## src/rtl/clk_div_pkg.sv

```systemverilog
// Shared types and config sanitising for the programmable clock divider.
// The optional cfg_err output is enabled by defining CLKDIV_ERR_EN.
package clk_div_pkg;

    typedef enum logic [1:0] {
        IDLE = 2'd0,
        HIGH = 2'd1,
        LOW  = 2'd2
    } state_e;

    localparam int unsigned MIN_DIV = 2;
    localparam int unsigned CFG_W   = 32;

    typedef struct packed {
        logic [CFG_W-1:0] div;
        logic [CFG_W-1:0] hi;
        logic             clamped;
    } cfg_t;

    // The high-time clamp uses the already-clamped period.
    function automatic cfg_t sanitize(input logic [CFG_W-1:0] div, input logic [CFG_W-1:0] hi);
        cfg_t r;
        r.clamped = 1'b0;
        r.div     = div;
        r.hi      = hi;
        if (div < CFG_W'(MIN_DIV)) begin
            r.div     = CFG_W'(MIN_DIV);
            r.clamped = 1'b1;
        end
        if (hi == '0) begin
            r.hi      = 32'd1;
            r.clamped = 1'b1;
        end else if (hi >= r.div) begin
            r.hi      = r.div - 32'd1;
            r.clamped = 1'b1;
        end
        return r;
    endfunction

endpackage

```

## src/rtl/clk_div_shadow.sv

```systemverilog
// Shadow configuration for prog_clk_divider: capture, pending flag, boundary forwarding,
// and the sticky cfg_err flag when CLKDIV_ERR_EN is defined.
module clk_div_shadow
    import clk_div_pkg::*;
#(
    parameter int unsigned WIDTH   = 16,
    parameter int unsigned DEF_DIV = 4
) (
    input  logic             i_clk,
    input  logic             i_rst,
    input  logic             i_en,
    input  logic             i_cfg_load,
    input  logic [WIDTH-1:0] i_cfg_div,
    input  logic [WIDTH-1:0] i_cfg_hi,
    input  logic             i_boundary,
    output logic             o_pending,
    output logic             o_apply,
    output logic [WIDTH-1:0] o_div,
    output logic [WIDTH-1:0] o_hi
`ifdef CLKDIV_ERR_EN
    ,
    output logic             o_cfg_err
`endif
);

    localparam logic [WIDTH-1:0] DefDiv = WIDTH'(DEF_DIV);
    localparam logic [WIDTH-1:0] DefHi  = WIDTH'(DEF_DIV / 2);

    cfg_t             w_san;
    logic [WIDTH-1:0] w_san_div;
    logic [WIDTH-1:0] w_san_hi;
    logic [WIDTH-1:0] r_sh_div;
    logic [WIDTH-1:0] r_sh_hi;
    logic             r_pending;
    logic             w_unused;

    assign w_san     = sanitize(CFG_W'(i_cfg_div), CFG_W'(i_cfg_hi));
    assign w_san_div = WIDTH'(w_san.div);
    assign w_san_hi  = WIDTH'(w_san.hi);

    always_ff @(posedge i_clk) begin
        if (i_rst) begin
            r_sh_div  <= DefDiv;
            r_sh_hi   <= DefHi;
            r_pending <= 1'b0;
        end else begin
            if (i_cfg_load) begin
                r_sh_div <= w_san_div;
                r_sh_hi  <= w_san_hi;
            end
            if (i_boundary) begin
                r_pending <= 1'b0;
            end else if (i_cfg_load) begin
                r_pending <= 1'b1;
            end
        end
    end

    // A load coinciding with a boundary bypasses the shadow and lands immediately.
    assign o_apply   = i_boundary & (r_pending | i_cfg_load);
    assign o_div     = i_cfg_load ? w_san_div : r_sh_div;
    assign o_hi      = i_cfg_load ? w_san_hi  : r_sh_hi;
    assign o_pending = r_pending;

`ifdef CLKDIV_ERR_EN
    logic r_err;

    always_ff @(posedge i_clk) begin
        if (i_rst) begin
            r_err <= 1'b0;
        end else if (i_cfg_load) begin
            if (w_san.clamped) begin
                r_err <= 1'b1;
            end else if (!i_en) begin
                r_err <= 1'b0;
            end
        end
    end

    assign o_cfg_err = r_err;
    assign w_unused  = ^{w_san.div, w_san.hi};
`else
    assign w_unused  = ^w_san;
`endif

endmodule

```

## src/rtl/prog_clk_divider.sv

```systemverilog
// Runtime-programmable integer clock divider with high-time control and shadowed config.
// Defining CLKDIV_ERR_EN adds the sticky cfg_err output.
module prog_clk_divider
    import clk_div_pkg::*;
#(
    parameter int unsigned WIDTH   = 16,
    parameter int unsigned DEF_DIV = 4
) (
    input  logic             clk,
    input  logic             rst,
    input  logic             en,
    input  logic             cfg_load,
    input  logic [WIDTH-1:0] cfg_div,
    input  logic [WIDTH-1:0] cfg_hi,
    output logic             clk_out,
    output logic             tick,
    output logic             busy,
`ifdef CLKDIV_ERR_EN
    output logic             cfg_err,
`endif
    output logic             cfg_pending
);

    localparam logic [WIDTH-1:0] DefDiv = WIDTH'(DEF_DIV);
    localparam logic [WIDTH-1:0] DefHi  = WIDTH'(DEF_DIV / 2);
    localparam logic [WIDTH-1:0] One    = WIDTH'(1);

    state_e           r_state;
    state_e           w_state_d;
    logic [WIDTH-1:0] r_count;
    logic [WIDTH-1:0] w_count_d;
    logic [WIDTH-1:0] r_act_div;
    logic [WIDTH-1:0] r_act_hi;
    logic             w_boundary;
    logic             w_apply;
    logic [WIDTH-1:0] w_new_div;
    logic [WIDTH-1:0] w_new_hi;
    logic             r_clk_out;
    logic             r_tick;
    logic             r_busy;

    clk_div_shadow #(
        .WIDTH   (WIDTH),
        .DEF_DIV (DEF_DIV)
    ) u_shadow (
        .i_clk      (clk),
        .i_rst      (rst),
        .i_en       (en),
        .i_cfg_load (cfg_load),
        .i_cfg_div  (cfg_div),
        .i_cfg_hi   (cfg_hi),
        .i_boundary (w_boundary),
        .o_pending  (cfg_pending),
        .o_apply    (w_apply),
        .o_div      (w_new_div),
        .o_hi       (w_new_hi)
`ifdef CLKDIV_ERR_EN
        ,
        .o_cfg_err  (cfg_err)
`endif
    );

    always_comb begin
        w_state_d  = r_state;
        w_count_d  = r_count;
        w_boundary = 1'b0;
        unique case (r_state)
            IDLE: begin
                if (en) begin
                    w_state_d  = HIGH;
                    w_count_d  = '0;
                    w_boundary = 1'b1;
                end
            end
            HIGH: begin
                w_count_d = r_count + One;
                if (r_count == r_act_hi - One) begin
                    w_state_d = LOW;
                end
            end
            LOW: begin
                if (r_count == r_act_div - One) begin
                    w_count_d = '0;
                    if (en) begin
                        w_state_d  = HIGH;
                        w_boundary = 1'b1;
                    end else begin
                        w_state_d = IDLE;
                    end
                end else begin
                    w_count_d = r_count + One;
                end
            end
            default: begin
                w_state_d = IDLE;
                w_count_d = '0;
            end
        endcase
    end

    // Outputs are registered from the next state so they change exactly with it.
    always_ff @(posedge clk) begin
        if (rst) begin
            r_state   <= IDLE;
            r_count   <= '0;
            r_act_div <= DefDiv;
            r_act_hi  <= DefHi;
            r_clk_out <= 1'b0;
            r_tick    <= 1'b0;
            r_busy    <= 1'b0;
        end else begin
            r_state   <= w_state_d;
            r_count   <= w_count_d;
            if (w_apply) begin
                r_act_div <= w_new_div;
                r_act_hi  <= w_new_hi;
            end
            r_clk_out <= (w_state_d == HIGH);
            r_tick    <= (w_state_d == HIGH) && (r_state != HIGH);
            r_busy    <= (w_state_d != IDLE);
        end
    end

    assign clk_out = r_clk_out;
    assign tick    = r_tick;
    assign busy    = r_busy;

endmodule
```

## config.mk

```make
export PLATFORM = sky130hd
export DESIGN_NAME = prog_clk_divider
export DESIGN_NICKNAME = d
export VERILOG_FILES = /design/src/rtl/clk_div_pkg.sv /design/src/rtl/clk_div_shadow.sv /design/src/rtl/prog_clk_divider.sv
export SDC_FILE = /design/constraint.sdc
export NUM_CORES = 1
export LEC_CHECK = 0
export ABC_AREA = 1
export ABC_CLOCK_PERIOD_IN_PS = 7700
export CORE_UTILIZATION = 40
export CTS_BUF_LIST = sky130_fd_sc_hd__clkbuf_8 sky130_fd_sc_hd__clkbuf_16
export DETAILED_ROUTE_END_ITERATION = 16
export GPL_TIMING_DRIVEN = 1
export HOLD_SLACK_MARGIN = 0.12
export RECOVER_POWER = 25
export SYNTH_ARGS = -nofsm -noshare
export SYNTH_HDL_FRONTEND = slang
export SYNTH_SLANG_ARGS = --single-unit
```

## constraint.sdc

```tcl
create_clock -name clk -period 7.7 [get_ports clk]
set_input_delay 1.54 -clock clk [delete_from_list [all_inputs] [get_ports clk]]
set_output_delay 1.54 -clock clk [all_outputs]
set_load 0.005 [all_outputs]
```

==> reports/results.ini <==
[power_and_ir_drop]
p_sw_frac=0.311
clkPwrFrac=0.392
combPwrFrac=0.230
ir_drop_v=0.0000893
switching_power_mw=0.410
p_leak_nw=3.26
power_per_cell_area_nw_per_um2=195
p_int_mw=0.908
p_seq_frac=0.378
power.total_mw=1.32

[die]
initial_core_util=0.410
rows=44
design.portCount=40
die-height_um=124
dieArea_sq_um=15300
dieWidth_um=124
core_sq_um=14500

[sta]
hold_viol=0
rsz0062_at_grt=no
fmax_mhz=207
slew-limit-headroom=0.196
fin_skew_ps=12.1
setup_viol=0
slew_viol_final=0
fin_crit_sh=0.626
worst_pin_slew_ps=1210
whs_ps=458
tns_ps=0
fin_crit_ps=4820

[synthesis]
seq_area_frac_synth=0.290
synth_compound_area_frac=0.0828
synth_top_family_by_area=simple AND/OR/NAND/NOR gates
synthSimpleGateAreaFrac=0.398
ys.flop_type=dfxtp_1
synthesis.area_sq_um=5940
post_synth_num_cell_types=34
yosys-mux-area-fraction=0
ys_async_sr_fraction=0
yosysWarnings=0
synth_seq_cells=86
synthCells=964
synth_adder_area_share=0.0506
synth_xor_area_frac=0.0649
synth-edff-count=0
synthesis.nets=1024
synth.avg_cell_area_sq_um=6.16

[finish]
num_antenna_cells=0
layout-drive-gt1-share=0.0355
nets=1041
areaGrowthSynthToFinish_pct=13.8
fin_area_sq_um=6760

[place]
postPlaceCellArea_sq_um=6410
gp_congestion=0.947
portBuffers=39
hpwlAfterDp_um=12900

[critical_path]
endpoint=r_act_hi[8]
arrival_ps=5050
crit_path_start=cfg_div[8]
worstPathMaxFanout=30
crit_path_end_kind=flip-flop
reg2reg_setup_slack_ps=4300
critical_path_required_ps=7930
r2r-start=r_act_div[0]
cp-start-kind=input port
regToRegEndpoint=r_act_hi[0]
path_class=in2reg
rr_worst_depth=15

[clocking]
cts-resized-gates=0
htree_levels=3
clkTransAtPathRegs_ps=70
cts_made_buffers=9
clk_latency_ps=340
numClockSinks=86
postCtsHoldBufs=0
cts_setup_buffers=0
cts_tree=yes
root_buffer=clkbuf_16
clock_path_buffers=2

[run_status]
status=finished, final reports clean

[route]
wl_per_cell_um=14.3
via_count=5763
drt_pass1_iterations=6
drc=0
viasPerCell=4.93
drt_wl_total_um=16700
final_antenna_net_count=0
drt_iter0_markers=350

[global_routing]
grt_use_total=0.228
antenna_found_initial=0
overflow=0
grt_pass1_vias=5186
grt_max_degree=48
grt_pass1_wl_um=26600

[min_path]
hp-class=reg2reg

[run]
maxCapViolations=0

placed cells by master (no fill, tap or decap), types with 2 or more instances in the layout:
cell,synthesis,layout
dlygate4sd3_1,0,6
nor4_1,5,5
clkbuf_16,0,9
a21oi_1,30,30
dfxtp_1,86,86
clkdlybuf4s50_1,0,32
nor2_2,2,2
nor3_1,10,10
clkinv_1,2,2
o211ai_1,10,10
bufinv_16,0,3
ha_1,24,24
inv_1,130,130
inv_2,2,2
buf_4,0,3
nor2_1,151,151
nand3b_1,12,12
inv_6,0,2
o21a_1,2,2
and2_1,3,3
nand4_1,35,35
xor2_1,33,33
nand3_1,67,67
nand2_1,252,252
o21bai_1,2,2
o21ai_0,42,42
xnor2_1,11,11
or2_2,7,7
nand3_2,3,3
power by group through the flow:
stage	registers, mW	clock network, mW	logic, mW
after global placement	0.508	0	0.302
after floorplan	0.501	0	0.221
after CTS	0.499	0.528	0.304
after global routing	0.502	0.545	0.349
final	0.499	0.517	0.303
after detailed placement	0.509	0	0.302
synth_stat cells (all sizes together) (2+ instances only):
cell type | n | area share
nand4 | 35 | 0.037
ha | 24 | 0.051
o211ai | 10 | 0.013
o21bai | 2 | 0.0025
nor2 | 153 | 0.098
nor4 | 5 | 0.0053
clkinv | 2 | 0.0013
nand2 | 253 | 0.16
a21oi | 30 | 0.025
nand3b | 12 | 0.015
xor2 | 33 | 0.049
and2 | 3 | 0.0032
inv | 132 | 0.083
o21ai | 43 | 0.036
xnor2 | 11 | 0.016
nor3 | 10 | 0.0084
nand3 | 70 | 0.062
buf | 12 | 0.013
dfxtp | 86 | 0.29
clkbuf | 25 | 0.016
or2 | 8 | 0.0084
o21a | 2 | 0.0025
worst min-delay path by stage:
| stage | start | end | slack, ps | cells after the start |
|---|---|---|---|---|
| final | u_shadow.r_sh_div[2] | u_shadow.r_sh_div[2] | 460 | 2 |
| after global routing | u_shadow.r_sh_div[2] | u_shadow.r_sh_div[2] | 490 | 2 |
| after CTS | u_shadow.r_sh_div[2] | u_shadow.r_sh_div[2] | 460 | 2 |
| after detailed placement | u_shadow.r_sh_div[2] | u_shadow.r_sh_div[2] | 440 | 2 |
| after global placement | u_shadow.r_sh_div[2] | u_shadow.r_sh_div[2] | 440 | 2 |
| after floorplan | u_shadow.r_sh_div[2] | u_shadow.r_sh_div[2] | 420 | 2 |
worst max-delay path: stages:
cell and delay [ps]:
clkdlybuf4s50_1 470, nor2_1 220, nand2_1 90, nor2_1 160, nand2_1 90, nand2_1 80
inv_1 70, ha_1 290, a21oi_1 140, o21ai_0 80, nand2_1 60, nand2_1 50
nand2_1 50, nand3_1 660, o211ai_1 590, o21ai_0 190, nor2_1 140, nor2_1 70
layer usage:
metal	track usage	part of all wire
met1	0.313	0.50
met2	0.370	0.45
met3	0.0330	0.040
met4	0.0602	0.015
met5	0	0
cells by family after synthesis:
kind of cell,Yosys count
simple gates,549
buf+inv,171
compound gates,90
flops,86
xor+xnor,44
fa+ha+maj,24
layout make-up:
| cell class | instances | area, sq um |
|---|---|---|
| Multi-Input combinational cell | 707 | 3540 |
| Clock inverter | 7 | 126 |
| Timing Repair Buffer | 43 | 412 |
| Sequential cell | 86 | 1720 |
| Tap cell | 184 | 230 |
| Fill cell | 1554 | 7720 |
| Inverter | 134 | 503 |
| Clock buffer | 9 | 225 |
state kept, by name, indices dropped and copies added, names as in the netlist:
register / flops
busy: 1
r_act_div: 16
u_shadow.r_sh_div: 16
r_act_hi: 16
clk_out: 1
u_shadow.r_sh_hi: 16
tick: 1
r_state: 2
r_count: 16
u_shadow.o_pending: 1
stage by stage:
step | utilization | std cells | setup slack (ps)
global route | 0.467 | 1170 | 2440
global placement | 0.443 | 1154 | 2670
finish | 0.467 | 1170 | 2880
floorplan | - | 964 | 4100
CTS | 0.467 | 1170 | 2930
detailed placement | 0.443 | 1154 | 2590
Power figures use the tool's default switching activity.
==> RTL change (same flow settings) <==
Remove the register `r_tick`: a continuous assignment takes its place, so the output `tick` follows one clock earlier.
--- a/src/rtl/prog_clk_divider.sv
+++ b/src/rtl/prog_clk_divider.sv
@@ -106,7 +106,6 @@
             r_act_div <= DefDiv;
             r_act_hi  <= DefHi;
             r_clk_out <= 1'b0;
-            r_tick    <= 1'b0;
             r_busy    <= 1'b0;
         end else begin
             r_state   <= w_state_d;
@@ -116,10 +115,11 @@
                 r_act_hi  <= w_new_hi;
             end
             r_clk_out <= (w_state_d == HIGH);
-            r_tick    <= (w_state_d == HIGH) && (r_state != HIGH);
             r_busy    <= (w_state_d != IDLE);
         end
     end
+
+    assign r_tick = (w_state_d == HIGH) && (r_state != HIGH);
 
     assign clk_out = r_clk_out;
     assign tick    = r_tick;
Check against the original RTL: not equivalent (Yosys sat finds a counterexample within 4 cycles, from zero or initial values and one cycle with rst high).
==> RTL change against the unedited design <==
- register-to-register slack gained 0.62 ns
- combinational power grew 14%
- first-iteration DRC count grew 41%
- cell area grew 1.3%
- clock power shrank 15%
- sequential cell count shrank 1
- setup slack lost 0.52 ns
- maximum frequency shrank 9.8%
- area after synthesis grew 2.4%
- critical path depth shrank 10
- sequential share of layout area shrank 0.62 points
- wire length grew 0.79%
- power shrank 2.7%
==> RTL change: results (changes against the unedited design) <==
| Metric | Value |
|---|---|
| Leakage | `3.26 nW (about the same)` |
| Detail-routed via count per cell | `5.09 (was 4.93)` |
| HPWL after DPL | `13,000 µm (was 12,900 µm)` |
| Worst setup path endpoint | `r_act_hi[1] (was r_act_hi[8])` |
| Worst clock skew on the final layout | `0.00927 ns (was 0.0121 ns)` |
| Worst flop-to-flop path endpoint | `r_act_hi[3] (was r_act_hi[0])` |
| Combined global-route utilization of all metal layers | `0.227 (was 0.228)` |
| Min-Delay Path Class | `flop to flop (unchanged)` |
| Worst setup path startpoint | `cfg_load (was cfg_div[8])` |
| Worst supply voltage drop on vdd | `0.186 mV (was 0.0893 mV)` |
| Multi-In Gates | `782 (was 707)` |
| Sequential fraction of the synthesis area | `0.280 (was 0.290)` |
| Worst slack at placement | `2.57 ns (was 2.59 ns)` |
| Number of inverters outside the clock class in the layout | `98 (was 134)` |
| Pin count of the biggest net entering global routing | `50 (was 48)` |
| Library cells used by synthesis | `40 (was 34)` |
| Critical Path Fanout Max | `35 (was 30)` |
| Arrival time of data at the critical path endpoint | `5.60 ns (was 5.05 ns)` |
| Top cell types by occurrence after synthesis | `sky130_fd_sc_hd__nand2_1 (297), sky130_fd_sc_hd__nor2_1 (147), sky130_fd_sc_hd__nand3_1 (105) (was sky130_fd_sc_hd__nand2_1 (252), sky130_fd_sc_hd__nor2_1 (151), sky130_fd_sc_hd__inv_1 (130))` |
| Gp weighted congestion | `0.950 (was 0.947)` |
| Status | `completed (unchanged)` |
| Placeable core region | `0.0147 mm² (was 0.0145 mm²)` |
| Area of the multi-input gates | `0.00384 mm² (was 0.00354 mm²)` |
| Via count of the first global-routing pass | `5,785 (was 5,186)` |
| Global-route wire length before repair | `28,500 µm (was 26,600 µm)` |
| Final non-clock buffer share | `0.0590 (was 0.0609)` |
| Total routed wirelength | `16,800 µm (was 16,700 µm)` |
| Repair and plain buffers | `42 (was 43)` |
| CTS Sinks | `85 (was 86)` |
| Area of placed instances | `0.00655 mm² (was 0.00641 mm²)` |
| Final net count | `1,078 (was 1,041)` |
| Fillcell total | `1,597 (was 1,554)` |
| Worst slew margin | `0.0630 (was 0.196)` |
| Fraction of area in clock buffers and inverters | `0.0439 (was 0.0520)` |
| Share of post-route cells with drive strength above 1 | `0.0371 (was 0.0355)` |
| Detailed-routing iteration count for the pre-antenna-repair pass | `5 (was 6)` |
| Minimum clock period | `5.34 ns (was 4.82 ns)` |
| Worst reg2reg setup slack | `4.92 ns (was 4.30 ns)` |
| Net switching component of the power | `431 µW (was 410 µW)` |
| Top cells by area in the synthesized netlist | `sky130_fd_sc_hd__dfxtp_1 (28%), sky130_fd_sc_hd__nand2_1 (18%), sky130_fd_sc_hd__nor2_1 (9.1%), sky130_fd_sc_hd__nand3_1 (8.6%), sky130_fd_sc_hd__inv_1 (5.9%) (was sky130_fd_sc_hd__dfxtp_1 (29%), sky130_fd_sc_hd__nand2_1 (16%), sky130_fd_sc_hd__nor2_1 (9.5%), sky130_fd_sc_hd__inv_1 (8.2%), sky130_fd_sc_hd__nand3_1 (5.6%))` |
-- RTL change: per-stage QoR --
stage,hold WS (ns),utilization,std cells
3_5_place_dp,0.438,0.445,1191
4_1_cts,0.454,0.466,1207
6_report,0.452,0.466,1207
5_1_grt,0.466,0.466,1207
2_1_floorplan,0.424,-,1000
3_3_place_gp,0.434,0.445,1191
-- RTL change: logic make-up (layout without fill, tap and decap cells) --
logic type / Yosys count / after routing / synth area share
flops: 85 / 85 / 0.280
simple gates: 610 / 610 / 0.429
buf+inv: 133 / 156 / 0.0879
fa+ha+maj: 24 / 24 / 0.0494
xor+xnor: 37 / 37 / 0.0533
compound gates: 111 / 111 / 0.100
-- RTL change: metal layers --
| metal | wire length [µm] | vias up | GRT usage |
|---|---|---|---|
| li1 | - | 3264 | - |
| met1 | 8230 | 2717 | 0.306 |
| met2 | 7580 | 137 | 0.376 |
| met3 | 715 | 20 | 0.0291 |
| met4 | 304 | 0 | 0.0696 |
| met5 | 0 | - | 0 |
-- RTL change: worst max-delay path, stage by stage --
cell                            delay, ns
sky130_fd_sc_hd__dlygate4sd3_1       0.52
sky130_fd_sc_hd__clkbuf_1            1.02
sky130_fd_sc_hd__clkinv_1            0.92
sky130_fd_sc_hd__nor2_1              0.99
sky130_fd_sc_hd__nand2_1             0.10
sky130_fd_sc_hd__o21ai_0             0.23
sky130_fd_sc_hd__nand3_1             0.13
sky130_fd_sc_hd__nand3_1             0.13
-- RTL change: power by group through the flow --
| stage | Combinational, mW | Sequential (mW) | Clock [mW] |
|---|---|---|---|
| floorplan | 0.259 | 0.501 | 0 |
| detailed placement | 0.346 | 0.508 | 0 |
| finish | 0.346 | 0.498 | 0.438 |
| global route | 0.403 | 0.502 | 0.466 |
| global placement | 0.346 | 0.508 | 0 |
| CTS | 0.347 | 0.498 | 0.447 |
